===== src/rtl/demux8_capture_arb.sv =====
// Captures the one-hot pulses of demux_1_8 into per-channel saturating counters
// and drains them round-robin as a loss-free valid/ready report stream.
module demux8_capture_arb #(
    parameter int unsigned CNT_W     = 4,
    parameter bit          EDGE_MODE = 1'b1
) (
    input  logic             clk,
    input  logic             rst_n,
    input  logic             y0,
    input  logic             y1,
    input  logic             y2,
    input  logic             y3,
    input  logic             y4,
    input  logic             y5,
    input  logic             y6,
    input  logic             y7,
    output logic             out_valid,
    input  logic             out_ready,
    output logic [2:0]       out_ch,
    output logic [CNT_W-1:0] out_cnt,
    output logic [7:0]       pending,
    output logic [7:0]       overflow
);

    localparam int unsigned      N_CH    = 8;
    localparam int unsigned      CH_W    = 3;
    localparam logic [CNT_W-1:0] CNT_MAX = {CNT_W{1'b1}};

    typedef enum logic {
        IDLE,
        PRESENT
    } state_t;

    state_t           state_q;
    state_t           state_d;
    logic [CH_W-1:0]  rr_q;
    logic [CH_W-1:0]  rr_d;
    logic             out_valid_d;
    logic [CH_W-1:0]  out_ch_d;
    logic [CNT_W-1:0] out_cnt_d;

    logic [N_CH-1:0]  y_vec;
    logic [N_CH-1:0]  y_q;
    logic [N_CH-1:0]  y_q_d;
    logic [N_CH-1:0]  ev;

    logic [CNT_W-1:0] cnt_q   [N_CH];
    logic [CNT_W-1:0] cnt_inc [N_CH];
    logic [CNT_W-1:0] cnt_d   [N_CH];
    logic [N_CH-1:0]  ovf_set;
    logic [N_CH-1:0]  clr_mask;
    logic [N_CH-1:0]  pending_d;

    logic             pick_found;
    logic [CH_W-1:0]  pick_ch;

    assign y_vec = {y7, y6, y5, y4, y3, y2, y1, y0};

    // Single capture stage plus one cycle of history for edge detection
    always_ff @(posedge clk or negedge rst_n) begin
        if (!rst_n) begin
            y_q   <= '0;
            y_q_d <= '0;
        end else begin
            y_q   <= y_vec;
            y_q_d <= y_q;
        end
    end

    assign ev = EDGE_MODE ? (y_q & ~y_q_d) : y_q;

    // Saturating increment; an event on a full counter is dropped and flagged
    always_comb begin
        for (int k = 0; k < N_CH; k++) begin
            ovf_set[k] = ev[k] && (cnt_q[k] == CNT_MAX);
            cnt_inc[k] = (ev[k] && !ovf_set[k]) ? cnt_q[k] + CNT_W'(1) : cnt_q[k];
        end
    end

    // The channel being loaded for report restarts from zero this cycle
    always_comb begin
        for (int k = 0; k < N_CH; k++) begin
            cnt_d[k]     = clr_mask[k] ? '0 : cnt_inc[k];
            pending_d[k] = (cnt_d[k] != '0);
        end
    end

    // Round-robin search: first pending channel at or after the pointer
    always_comb begin
        pick_found = 1'b0;
        pick_ch    = rr_q;
        for (int i = 0; i < N_CH; i++) begin
            if (!pick_found && pending[rr_q + CH_W'(i)]) begin
                pick_found = 1'b1;
                pick_ch    = rr_q + CH_W'(i);
            end
        end
    end

    always_comb begin
        state_d     = state_q;
        rr_d        = rr_q;
        out_valid_d = out_valid;
        out_ch_d    = out_ch;
        out_cnt_d   = out_cnt;
        clr_mask    = '0;
        case (state_q)
            IDLE: begin
                if (pick_found) begin
                    out_valid_d       = 1'b1;
                    out_ch_d          = pick_ch;
                    out_cnt_d         = cnt_inc[pick_ch];
                    clr_mask[pick_ch] = 1'b1;
                    state_d           = PRESENT;
                end
            end
            PRESENT: begin
                if (out_ready) begin
                    out_valid_d = 1'b0;
                    rr_d        = out_ch + CH_W'(1);
                    state_d     = IDLE;
                end
            end
            default: state_d = IDLE;
        endcase
    end

    always_ff @(posedge clk or negedge rst_n) begin
        if (!rst_n) begin
            state_q   <= IDLE;
            rr_q      <= '0;
            out_valid <= 1'b0;
            out_ch    <= '0;
            out_cnt   <= '0;
        end else begin
            state_q   <= state_d;
            rr_q      <= rr_d;
            out_valid <= out_valid_d;
            out_ch    <= out_ch_d;
            out_cnt   <= out_cnt_d;
        end
    end

    always_ff @(posedge clk or negedge rst_n) begin
        if (!rst_n) begin
            for (int k = 0; k < N_CH; k++) begin
                cnt_q[k] <= '0;
            end
            pending  <= '0;
            overflow <= '0;
        end else begin
            for (int k = 0; k < N_CH; k++) begin
                cnt_q[k] <= cnt_d[k];
            end
            pending  <= pending_d;
            overflow <= overflow | ovf_set;
        end
    end

endmodule


===== config.mk =====
export PLATFORM = sky130hd
export DESIGN_NAME = demux8_capture_arb
export DESIGN_NICKNAME = d
export VERILOG_FILES = /design/src/rtl/demux8_capture_arb.sv
export SDC_FILE = /design/constraint.sdc
export NUM_CORES = 1
export LEC_CHECK = 0
export CORE_UTILIZATION = 45
export DETAILED_ROUTE_END_ITERATION = 8
export GPL_TIMING_DRIVEN = 0
export HOLD_SLACK_MARGIN = 0.15
export PLACE_DENSITY = 0.74
export SYNTH_ARGS = -nofsm -noshare
export SYNTH_HDL_FRONTEND = slang
export SYNTH_SLANG_ARGS = --single-unit

===== constraint.sdc =====
create_clock -name clk -period 3.5 [get_ports clk]
set_input_delay 0.875 -clock clk [delete_from_list [all_inputs] [get_ports clk]]
set_output_delay 0.875 -clock clk [all_outputs]
set_load 0.1 [all_outputs]

==> impl_metrics.py <==
metrics = {
    "critical_path": {
        "endpoint_kind": "flip-flop",
        "cp.required_ns": 3.78,
        "reg2reg_slack_ns": -0.14,
        "critical_path.max_stage_delay_ns": 0.40,
        "cp_slowest_cell": "dfrtp_1",
        "crit_arrival_ns": 3.92,
        "crit_fanout": 6,
        "cp-start-kind": "flip-flop",
        "crit_type": "flip-flop to flip-flop",
        "crit_chain": "buf_12 > clkinvlp_4 > ha_4 > buf_8 > mux2i_4 > mux4_2 > nand2_4 > o32a_1 > o21ai_4 > xnor2_4 > buf_6 > mux2i_2 > mux2i_1 > mux2_4 > o21ai_2",
    },
    "synthesis": {
        "synth_cell_types": 61,
        "syn_inst": 403,
        "synth-seq-cells": 76,
        "yosys.area.top_type": "dfrtp_1",
        "synth_warnings": 0,
        "synth_area_leaders": "dfrtp_1, mux2i_1, mux4_2",
        "synth.net_count": 425,
        "ys.flop_type": "dfrtp_1",
        "netlist_area_um2": 4377,
        "synthArstFlopShare": 1.000,
        "synth-edff-count": 0,
        "ys_seq_area_frac": 0.4345,
        "postSynthAreaPerCell_um2": 10.86,
        "synth_top_area_frac": 0.4345,
    },
    "floorplanning": {
        "io_pins": 35,
        "coreArea_um2": 9328,
        "die_height_um": 100.6,
        "die_w_um": 100.6,
        "start_util": 0.4692,
        "num_rows": 35,
        "die_area_um2": 10120,
    },
    "cells_and_area": {
        "num-nets-final": 502,
        "fillCellCount": 761,
        "n_antenna_cell": 0,
        "final_cell_area_um2": 5672,
        "synthToLayoutAreaGrowth_pct": 29.59,
        "drive_above_1_share": 0.2495,
    },
    "clock_network": {
        "root_buffer": "clkbuf_8",
        "cts_tree": "yes",
        "cts-buffers-inserted": 9,
        "h-tree-depth": 3,
        "clk-insertion-delay-late_ns": 0.35,
        "cts_buffer_depth": 2,
        "clk_pin_slew_ns": 0.09,
        "clock_sinks": 76,
        "ctsHoldBuffers": 0,
    },
    "detailed_routing": {
        "drt_iter0_drc": 191,
        "wire_per_inst_um": 17.08,
        "viasPerCell": 5.645,
        "drtPass1Iterations": 4,
        "ant_nets": 0,
        "drt_wl_total_um": 10490,
        "vias": 3466,
        "drc": 0,
    },
    "timing": {
        "worstMarginPinSlew_ns": 0.9716,
        "finalSetupViolations": 3,
        "grt_setup_unrepaired": "yes",
        "final.setup.worst_slack_ns": -0.1385,
        "period_needed_ns": 3.638,
        "relSlewSlack": 0.3503,
        "slew_violations": 0,
        "fmax_mhz": 274.8,
        "min_period_over_period": 1.040,
        "hold_viol_final": 0,
        "clock_skew_ns": 0.01052,
    },
    "placement": {
        "port_buffers": 34,
        "place_area_um2": 4936,
        "dp.final_hpwl_um": 6928,
        "gp_congestion": 0.8906,
    },
    "global_routing": {
        "track_usage": 0.2099,
        "grt_max_degree": 76,
        "grt_pass1_wl_um": 16380,
        "antenna_found_initial": 0,
        "grt_pass1_vias": 3378,
        "grt_overflow_total": 0,
    },
    "hold_path": {
        "hold_class": "input pin to async pin",
    },
    "job": {
        "drv_cap": 0,
    },
    "status": {
        "violations": "setup timing",
        "outcome": "finished, violations left",
    },
}
==> placed cells by master, fill, tap and decap left out, drive strengths merged, types with 4 or more instances in the layout <==
cell	count
mux2i	45
inv	7
mux2	8
dfrtp	76
nor3b	5
nor2	42
nand2b	10
nand2	27
clkinvlp	4
nand4	14
o21bai	8
clkbuf	16
a41oi	4
o21ai	14
nand3	13
a21oi	7
nor3	9
xnor2	13
buf	44
xor2	16
clkdlybuf4s50	33
nor2b	10
ha	11
mux4	8
==> registers in the layout, summed over array words and instances (netlist names) <==
signal	cells
y_q_d	8
pending	8
rr_q	3
out_cnt	4
y_q	8
overflow	8
out_ch	3
state_q	1
out_valid	1
cnt_q	32
==> repair_timing <==
item | in CTS | in global routing
gates resized for setup | 37 | 31
endpoints found under the setup margin | 47 | 45
cloned | 1 | 2
buffers inserted | 12 | 18
pin swaps | 14 | 24
==> metal layers <==
metal	vias to the layer above	GRT usage	wire (µm)
met5	-	0	0
met4	0	0.07581	250
met3	20	0.03329	302
met2	87	0.3635	5314
met1	1743	0.2660	4619
li1	1616	-	-
==> Yosys cell counts, types with 3 or more instances <==
| cell type | n |
|---|---|
| dfrtp_1 | 76 |
| mux2i_1 | 43 |
| nor2_1 | 42 |
| nand2_1 | 26 |
| xor2_1 | 16 |
| nand4_1 | 14 |
| nand3_1 | 12 |
| xnor2_1 | 12 |
| ha_1 | 11 |
| nand2b_1 | 10 |
| nor2b_1 | 10 |
| mux2_2 | 8 |
| nor3_1 | 8 |
| o21ai_0 | 8 |
| o21bai_1 | 8 |
| a21oi_1 | 7 |
| mux4_2 | 7 |
| clkbuf_1 | 5 |
| a41oi_1 | 4 |
| buf_2 | 4 |
| buf_4 | 4 |
| buf_6 | 4 |
| inv_1 | 4 |
| nor3b_1 | 4 |
| o21ai_1 | 4 |
| o21a_1 | 3 |
| o32ai_1 | 3 |
| or3_1 | 3 |
==> critical path, delay by kind of cell, from the launching register on <==
family / cells / cell delay, ns
adder cells (fa/ha/maj): 1 / 0.31
AO/OA/AOI/OAI: 3 / 0.70
flip-flops: 1 / 0.40
multiplexers: 5 / 1.32
XOR/XNOR: 1 / 0.18
buffers and inverters: 4 / 0.55
AND/OR/NAND/NOR: 1 / 0.09
==> worst paths after layout <==
path | end | startpoint | cells after the start
setup reg to reg | out_cnt[2] | rr_q[1] | 15
hold / removal | y_q[4] | rst_n | 1
setup / recovery | out_cnt[2] | rr_q[1] | 15
hold reg to reg | y_q_d[1] | y_q[1] | 0
min in group clk | y_q_d[1] | y_q[1] | 0
max in group asynchronous | pending[3] | rst_n | 2
==> cells by family after synthesis <==
kind of cell,after synthesis,share of synthesized area
AOI/OAI and AO/OA,61,0.1043
xor gates and xnor gates,29,0.05975
adders and majority gates,11,0.03145
buffers and inverters,23,0.03116
DFF,76,0.4345
muxes,61,0.1692
and+or+nand+nor,142,0.1695
==> area by class of cell <==
class,instances,area [µm²],share of cell area
plain buffers,15,167.7,0.02956
clock inverters,6,48.80,0.008604
multi-input cells,304,2570,0.4531
inverters,6,36.28,0.006398
repair buffers,68,658.1,0.1160
flip-flops and latches,76,1902,0.3353
well taps,129,161.4,0.02846
clock buffers,10,127.6,0.02250
==> metrics by stage <==
| step | setup WS (ns) | cells | hold WS (ns) | utilization | setup TNS, ns |
|---|---|---|---|---|---|
| 4_1_cts | -0.06087 | 595 | 0.2923 | 0.5745 | -0.1448 |
| 3_5_place_dp | -0.6041 | 567 | 0.3654 | 0.5292 | -23.59 |
| 6_report | -0.1385 | 614 | 0.3069 | 0.6080 | -0.2800 |
| 5_1_grt | -0.2245 | 614 | 0.2919 | 0.6080 | -2.384 |
| 3_3_place_gp | -0.9613 | 566 | 0.3600 | 0.5265 | -94.44 |
| 2_1_floorplan | 0.009270 | 403 | 0.3546 | - | 0 |
Power is left out: the tool's default activity adds up to more than one toggle a clock period on the data nets, which glitch-free logic cannot reach.
